<file path="src/rtl/apb_pkg.sv">
// Shared APB definitions: FSM state encoding and response codes used by
// both the completer and the initiator.
package apb_pkg;

   localparam logic [1:0] IDLE = 2'd0;
   localparam logic [1:0] WAIT = 2'd1;
   localparam logic [1:0] DONE = 2'd2;

   localparam logic OKAY   = 1'b0;
   localparam logic SLVERR = 1'b1;

   localparam int unsigned CNT_W = 4;

endpackage : apb_pkg

</file>
<file path="src/rtl/apb_regfile.sv">
// DEPTH x WDATA register bank: one synchronous write port, one
// asynchronous read port, synchronous active-low clear.
module apb_regfile #(
   parameter int unsigned WDATA = 16,
   parameter int unsigned DEPTH = 16
) (
   input  logic                     clk_i,
   input  logic                     rst_ni,
   input  logic                     we_i,
   input  logic [$clog2(DEPTH)-1:0] waddr_i,
   input  logic [WDATA-1:0]         wdata_i,
   input  logic [$clog2(DEPTH)-1:0] raddr_i,
   output logic [WDATA-1:0]         rdata_o
);

   logic [WDATA-1:0] mem_q [DEPTH];

   always_ff @(posedge clk_i) begin
      if (!rst_ni) begin
         for (int unsigned i = 0; i < DEPTH; i++) begin
            mem_q[i] <= '0;
         end
      end else if (we_i) begin
         mem_q[waddr_i] <= wdata_i;
      end
   end

   assign rdata_o = mem_q[raddr_i];

endmodule : apb_regfile

</file>
<file path="src/rtl/apb_slave.sv">
// APB completer: latches the setup phase, inserts WAIT_CYCLES wait states,
// then answers from the register bank with range-checked error response.
module apb_slave
   import apb_pkg::*;
#(
   parameter int unsigned WDATA       = 16,
   parameter int unsigned WADDR       = 16,
   parameter int unsigned DEPTH       = 16,
   parameter int unsigned WAIT_CYCLES = 0
) (
   input  logic             i_PCLK,
   input  logic             i_PRESETn,
   input  logic             i_PSELx,
   input  logic             i_PENABLE,
   input  logic             i_PWRITE,
   input  logic [WADDR-1:0] i_PADDR,
   input  logic [WDATA-1:0] i_PWDATA,
   output logic             o_PREADY,
   output logic [WDATA-1:0] o_PRDATA,
   output logic             o_PSLVERR
);

   localparam int unsigned IDXW   = $clog2(DEPTH);
   localparam int unsigned AEXT_W = WADDR + 1;

   logic [1:0]       state_q, state_d;
   logic [CNT_W-1:0] cnt_q, cnt_d;
   logic [WADDR-1:0] addr_q;
   logic             wr_q;
   logic [WDATA-1:0] wdata_q;
   logic [WDATA-1:0] prdata_q, prdata_d;
   logic             pslverr_q, pslverr_d;

   logic             latch_c;
   logic [WADDR-1:0] addr_nxt_c;
   logic             wr_nxt_c;
   logic [WDATA-1:0] wdata_nxt_c;
   logic             err_c;
   logic             we_c;
   logic [WDATA-1:0] rdata_c;

   // Setup phase is only accepted from IDLE; later bus changes are ignored.
   assign latch_c     = (state_q == IDLE) && i_PSELx && !i_PENABLE;
   assign addr_nxt_c  = latch_c ? i_PADDR  : addr_q;
   assign wr_nxt_c    = latch_c ? i_PWRITE : wr_q;
   assign wdata_nxt_c = latch_c ? i_PWDATA : wdata_q;

   // Range check on the full address so out-of-range indices never alias.
   assign err_c = ({1'b0, addr_nxt_c} >= AEXT_W'(DEPTH));

   always_ff @(posedge i_PCLK) begin
      if (!i_PRESETn) begin
         state_q   <= IDLE;
         cnt_q     <= '0;
         addr_q    <= '0;
         wr_q      <= 1'b0;
         wdata_q   <= '0;
         prdata_q  <= '0;
         pslverr_q <= OKAY;
      end else begin
         state_q   <= state_d;
         cnt_q     <= cnt_d;
         addr_q    <= addr_nxt_c;
         wr_q      <= wr_nxt_c;
         wdata_q   <= wdata_nxt_c;
         prdata_q  <= prdata_d;
         pslverr_q <= pslverr_d;
      end
   end

   always_comb begin
      state_d   = state_q;
      cnt_d     = cnt_q;
      prdata_d  = prdata_q;
      pslverr_d = pslverr_q;
      we_c      = 1'b0;

      case (state_q)
         IDLE: begin
            if (latch_c) begin
               cnt_d   = CNT_W'(WAIT_CYCLES);
               state_d = (WAIT_CYCLES == 0) ? DONE : WAIT;
            end
         end
         WAIT: begin
            if (!i_PSELx) begin
               state_d = IDLE;
            end else begin
               cnt_d = cnt_q - CNT_W'(1);
               if (cnt_q == CNT_W'(1)) begin
                  state_d = DONE;
               end
            end
         end
         DONE: begin
            if (!i_PSELx) begin
               state_d   = IDLE;
               prdata_d  = '0;
               pslverr_d = OKAY;
            end else if (i_PENABLE) begin
               we_c      = wr_q && (pslverr_q == OKAY);
               state_d   = IDLE;
               prdata_d  = '0;
               pslverr_d = OKAY;
            end
         end
         default: begin
            state_d = IDLE;
         end
      endcase

      // Response is captured on entry to DONE from the latched transfer.
      if ((state_d == DONE) && (state_q != DONE)) begin
         pslverr_d = err_c ? SLVERR : OKAY;
         prdata_d  = (!wr_nxt_c && !err_c) ? rdata_c : '0;
      end
   end

   assign o_PREADY  = (state_q == DONE);
   assign o_PRDATA  = prdata_q;
   assign o_PSLVERR = pslverr_q;

   apb_regfile #(
      .WDATA (WDATA),
      .DEPTH (DEPTH)
   ) u_regfile (
      .clk_i   (i_PCLK),
      .rst_ni  (i_PRESETn),
      .we_i    (we_c),
      .waddr_i (addr_q[IDXW-1:0]),
      .wdata_i (wdata_q),
      .raddr_i (addr_nxt_c[IDXW-1:0]),
      .rdata_o (rdata_c)
   );

endmodule : apb_slave

</file>
<file path="config.mk">
export PLATFORM = sky130hd
export DESIGN_NAME = apb_slave
export DESIGN_NICKNAME = d
export VERILOG_FILES = /design/src/rtl/apb_pkg.sv /design/src/rtl/apb_regfile.sv /design/src/rtl/apb_slave.sv
export SDC_FILE = /design/constraint.sdc
export NUM_CORES = 1
export LEC_CHECK = 0
export BUFFER_PORTS_ARGS = -buffer_cell sky130_fd_sc_hd__buf_4
export CELL_PAD_IN_SITES_DETAIL_PLACEMENT = 1
export CELL_PAD_IN_SITES_GLOBAL_PLACEMENT = 1
export CORE_MARGIN = 10
export CORE_UTILIZATION = 45
export DETAILED_ROUTE_END_ITERATION = 8
export PLACE_DENSITY = 0.82
export REMOVE_ABC_BUFFERS = 1
export SLEW_MARGIN = 20
export SYNTH_ARGS = -nofsm -noshare
export SYNTH_HDL_FRONTEND = slang
export SYNTH_SLANG_ARGS = --single-unit
</file>
<file path="constraint.sdc">
create_clock -name i_PCLK -period 3.8 [get_ports i_PCLK]
set_clock_uncertainty 0.1 [all_clocks]
set_input_delay 0.19 -clock i_PCLK [delete_from_list [all_inputs] [get_ports i_PCLK]]
set_output_delay 0.19 -clock i_PCLK [all_outputs]
set_load 0.02 [all_outputs]
</file>
==> results of run 1 <==
==> sequential cells by signal (all words and copies together) (netlist names) <==
signal and flops:
addr_q 16, cnt_q 4, o_PRDATA 16, o_PSLVERR 1
state_q 2, u_regfile.mem_q 256, wdata_q 16, wr_q 1
==> cells by family after synthesis <==
group / Yosys count / share of synthesized area
and+or+nand+nor: 411 / 0.166
DFF: 312 / 0.631
AOI/OAI and AO/OA: 131 / 0.0709
muxes: 103 / 0.102
buffers and inverters: 79 / 0.0258
xor gates and xnor gates: 3 / 0.00188
adders and majority gates: 2 / 0.00179
==> metrics by stage <==
| step | setup TNS, ns | std cells | hold WS [ns] | utilization | instance area (um^2) |
|---|---|---|---|---|---|
| after floorplan | -82.73 | 965 | 0.208 | - | 13600 |
| after global placement | 0 | 1454 | 0.354 | 0.485 | 14800 |
| after detailed placement | 0 | 1454 | 0.362 | 0.485 | 14800 |
| after CTS | 0 | 1544 | 0.0436 | 0.528 | 16200 |
| after global routing | 0 | 1544 | 0.0925 | 0.528 | 16200 |
| final | 0 | 1544 | 0.0611 | 0.528 | 16200 |
==> layer usage <==
| metal | GRT usage | vias to the layer above | share of wire |
|---|---|---|---|
| met5 | 0 | - | 0 |
| met4 | 0.0775 | 0 | 0.038 |
| met3 | 0.0235 | 62 | 0.060 |
| met2 | 0.321 | 325 | 0.48 |
| met1 | 0.264 | 4544 | 0.42 |
| li1 | - | 3917 | - |
==> worst paths after layout <==
path / cells after the start / startpoint / slack, ns / to
max reg2reg: 7 / state_q[1] / 0.41 / u_regfile.mem_q[12][13]
min reg2reg: 2 / addr_q[15] / 0.37 / addr_q[15]
max: 7 / state_q[1] / 0.41 / u_regfile.mem_q[12][13]
min: 3 / i_PADDR[3] / 0.06 / addr_q[3]
==> placed cells by master, fill, tap and decap left out, types with 3 or more instances in the layout <==
master,n
dfxtp_1,56
and2_1,260
nor3_1,4
o21ai_1,12
a21boi_0,29
clkbuf_16,31
nand3_1,4
clkinv_2,6
a22oi_1,17
inv_1,3
o22a_1,16
nor4_1,6
clkinvlp_4,3
mux2i_1,69
nor2b_1,3
nor2_1,25
buf_4,91
a211o_1,16
nand3b_1,3
mux4_2,31
dlygate4sd3_1,32
edfxtp_1,256
clkbuf_8,4
o21ai_0,19
o211a_1,15
nand2b_1,8
clkinv_1,7
nand2_1,84
clkbuf_1,4
==> power by group <==
| part | total (W) | internal (W) | leakage, nW | switching (W) |
|---|---|---|---|---|
| clock | 0.00300 | 0.00170 | 0.483 | 0.00129 |
| combinational | 0.000492 | 0.000204 | 2.95 | 0.000288 |
| sequential | 0.00388 | 0.00379 | 3.10 | 0.0000882 |
| total | 0.00737 | 0.00570 | 6.54 | 0.00167 |
==> cell type report <==
cell class | count | area [um^2]
well taps | 396 | 495
flip-flops and latches | 312 | 8810
inverters | 3 | 11.3
fillers | 3012 | 14400
repair buffers | 125 | 1040
clock inverters | 19 | 148
clock buffers | 39 | 846
multi-input cells | 650 | 4810
==> worst max-delay path, delay by kind of cell, from the launching register on <==
family                 cells  cell delay, ns
AND/OR/NAND/NOR            5            1.91
flip-flops                 1            0.50
buffers and inverters      2            0.49
==> run metrics, run 1 <==
critical path arrival=3.47 ns; cell taking the most area after synthesis=edfxtp_1; Power Total=0.00737 W; most common cell in the synthesized netlist=and2_1; Crit-path slowest cell=nand2b_1; clock buffer depth=3; Post-DP HPWL=25000 um; post-layout worst setup margin=0.411 ns; critical path capture point type=register; Crit path largest cell delay=0.73 ns; clock-pin slew on the worst setup and hold paths=0.06 ns; DRC=0; Die Span X=196 um; measured slew at the worst slew-check pin=1.09 ns; Initial DRT Pass Iterations=5; ANT cells=0; synth cell count leaders=and2_1 (260), edfxtp_1 (256), nand2_1 (84), mux2i_1 (70), clkbuf_1 (57); IO Pins=55; I/O Buffers=54; Min-Delay Path Class=in2reg; CTS Sinks=312; sequential share of the synthesized area=0.631; relative slew slack=0.270; Via Count=8848; post-synthesis cell type count=45; remaining global-route overflow=0; ys flop type=edfxtp_1; RSZ-0062 raised after global routing=no; core box area=0.0306 mm^2; worst skew pair latency=0.56 ns; crit-path max FO=17; synthesis-to-layout area growth=15.8%; Syn Inst Count=1041; critical path class=reg2reg; TritonCTS clock tree=done; total CTS buffers=31; Final nets=1162; CTS root buffer=clkbuf_16; pre-CTS setup slack=0.582 ns; Critical Path Start Type=register; post-CTS setup buffer count=0; vias in the first global route=9250; Routed WL=38700 um; Peak VDD IR=326 uV; Fmax=0.295 GHz; Power Dens Cells=456 mW/mm^2; first-pass GRT wire length=58700 um; DR WL/cell=25.1 um; Seq cells post-synth=312; mean area per synthesized cell=13.4 um^2; synth warn=0; synth top area cells=edfxtp_1 (55%), and2_1 (12%), dfxtp_1 (8.0%); Leakage=6.54 nW; Final Critical Period=3.39 ns; Die ar.=0.0385 mm^2; Final Hold Fails=0; via/cell ratio=5.73; status=finished clean; GP Congestion=0.874; mapped cell area=0.0140 mm^2; final period utilization=0.892; initial antenna violation count=0; largest net degree at the start of global routing=58; drt initial violations=784; max-slew violations=0; H-tree levels=1; endpoints failing setup=0; layout cells sized above 1=0.157; post-CTS sizing=0; ys async rst share=0; Antenna Nets Post-Route=0; number of synthesized flops with an enable pin=256; cells along the critical path=nand2b_1 -> nor4_1 -> buf_4 -> nand3_1 -> nor3_1 -> buf_4 -> nand2b_1; Max Cap Viol=0; initial core utilization=0.456; Total Routing Usage GR=0.197; CTS Hold Bufs=32; CP required=3.88 ns; Die Y=196 um; Yosys top cell area share=0.551; row count=64
Power figures use the tool's default switching activity.
==> run 2: changes to the inputs <==
--- a/config.mk
+++ b/config.mk
@@ -10,6 +10,7 @@
 export CELL_PAD_IN_SITES_GLOBAL_PLACEMENT = 1
 export CORE_MARGIN = 10
 export CORE_UTILIZATION = 45
+export CTS_BUF_LIST = sky130_fd_sc_hd__clkbuf_16
 export DETAILED_ROUTE_END_ITERATION = 8
 export PLACE_DENSITY = 0.82
 export REMOVE_ABC_BUFFERS = 1
==> run 2 against run 1 <==
Effect of this change: global-route usage grew 0.080 points; core utilization shrank 0.13 points; non-clock buffer count is the same; clock-buffer cell count shrank 8; wire length is essentially flat; largest cell class unchanged.
==> run metrics, run 2 (same netlist as run 1, synthesis figures left out) <==
post-CTS setup buffer count=0 (unchanged); Total Routing Usage GR=0.198 (was 0.197); leading cell type in the layout, fill and taps excluded=and2_1 (unchanged); drt initial violations=810 (was 784); Post-DP HPWL=25000 um (unchanged); relative slew slack=0.277 (was 0.270); Fmax=0.294 GHz (was 0.295 GHz); measured slew at the worst slew-check pin=1.08 ns (was 1.09 ns); via/cell ratio=5.71 (was 5.73); critical path arrival=3.48 ns (was 3.47 ns); most frequent cells in the layout=and2_1 (260), edfxtp_1 (256), buf_4 (91), nand2_1 (84), mux2i_1 (69) (unchanged); synthesis-to-layout area growth=15.5% (was 15.8%); max-slew violations=0 (unchanged); TritonCTS clock tree=done (unchanged); RSZ-0062 raised after global routing=no (unchanged); Routed WL=38700 um (about the same); Leakage=6.53 nW (was 6.54 nW); max reg flops=256 (unchanged); endpoints failing setup=0 (unchanged); Antenna Nets Post-Route=0 (unchanged); vias in the first global route=9292 (was 9250); Final Hold Fails=0 (unchanged); Final Util=0.527 (was 0.528); initial core utilization=0.456 (unchanged); clock-pin slew on the worst setup and hold paths=0.06 ns (about the same); Initial DRT Pass Iterations=6 (was 5); Design Area, Final=0.0161 mm^2 (was 0.0162 mm^2); core box area=0.0306 mm^2 (unchanged); Setup crit start=state_q[1] (unchanged); worst r2r src=state_q[1] (unchanged); Power Total=0.00728 W (was 0.00737 W); Final nets=1162 (unchanged); ANT cells=0 (unchanged); largest net degree at the start of global routing=58 (unchanged); row count=64 (unchanged); DP Area=0.0148 mm^2 (unchanged); initial antenna violation count=0 (unchanged); DR WL/cell=25.1 um (about the same); HP Start=i_PADDR[3] (unchanged); Most flops, register=u_regfile.mem_q (unchanged); clock buffer depth=3 (unchanged); I/O Buffers=54 (unchanged); CTS Sinks=312 (unchanged); critical path class=reg2reg (unchanged); IO Pins=55 (unchanged); worst skew pair latency=0.56 ns (about the same); Die ar.=0.0385 mm^2 (unchanged); Final Critical Period=3.40 ns (was 3.39 ns); CP required=3.88 ns (about the same); critical path capture point type=register (unchanged); Critical Path Start Type=register (unchanged); crit-path max FO=17 (unchanged); final period utilization=0.896 (was 0.892); Via Count=8815 (was 8848); H-tree levels=1 (unchanged); Peak VDD IR=326 uV (about the same); remaining global-route overflow=0 (unchanged); Min-Delay Path Class=in2reg (unchanged); Die Span X=196 um (unchanged); first-pass GRT wire length=58900 um (was 58700 um); layout cells sized above 1=0.153 (was 0.157); status=finished clean (unchanged); Max Cap Viol=0 (unchanged); Power Dens Cells=451 mW/mm^2 (was 456 mW/mm^2); GP Congestion=0.874 (unchanged); CTS root buffer=clkbuf_16 (unchanged); post-CTS sizing=0 (unchanged); DRC=0 (unchanged); Die Y=196 um (unchanged); total CTS buffers=31 (unchanged)
-- run 2: worst max-delay path: stages (launching register included) --
cell and delay, ns:
dfxtp_1 0.50, nand2b_1 0.18, nor4_1 0.54, buf_4 0.23, nand3_1 0.24, nor3_1 0.21, buf_4 0.25, nand2b_1 0.76
-- run 2: repair_timing --
item / 4_1_cts / 5_1_grt
hold buffers: 32 / 0
endpoints found under the setup margin: 0 / 0
endpoints found under the hold margin: 32 / 0
-- run 2: cell type report --
class                           instances  area (um^2)
Timing Repair Buffer                  125         1040
Clock buffer                           31          776
Tap cell                              396          495
Multi-Input combinational cell        650         4810
Clock inverter                         27          178
Sequential cell                       312         8810
Fill cell                            3012        14500
Inverter                                3         11.3
-- run 2: power breakdown --
part	switching [W]	internal [W]	total [W]
Clock	0.00129	0.00161	0.00290
Sequential	0.0000881	0.00379	0.00388
Combinational	0.000289	0.000204	0.000493
-- run 2: worst paths after layout --
| kind | to | slack, ns | cells after the start |
|---|---|---|---|
| max | u_regfile.mem_q[12][1] | 0.40 | 7 |
| min | addr_q[3] | 0.06 | 3 |
| max reg2reg | u_regfile.mem_q[12][1] | 0.40 | 7 |
| min reg2reg | addr_q[15] | 0.37 | 2 |
-- run 2: layer usage --
metal  GRT usage  wire length [um]  vias up
met2       0.326             18700      338
met3      0.0275              2540       59
met1       0.260             16200     4497
met4      0.0741              1340        0
met5           0                 0        -
li1            -                 -     3921
-- run 2: metrics by stage --
step | std cells | hold WS [ns] | setup TNS, ns | setup slack (ns)
global placement | 1454 | 0.354 | 0 | 0.673
CTS | 1544 | 0.0233 | 0 | 0.482
floorplan | 965 | 0.208 | -82.73 | -4.93
detailed placement | 1454 | 0.362 | 0 | 0.582
finish | 1544 | 0.0644 | 0 | 0.397
global route | 1544 | 0.0750 | 0 | 0.265
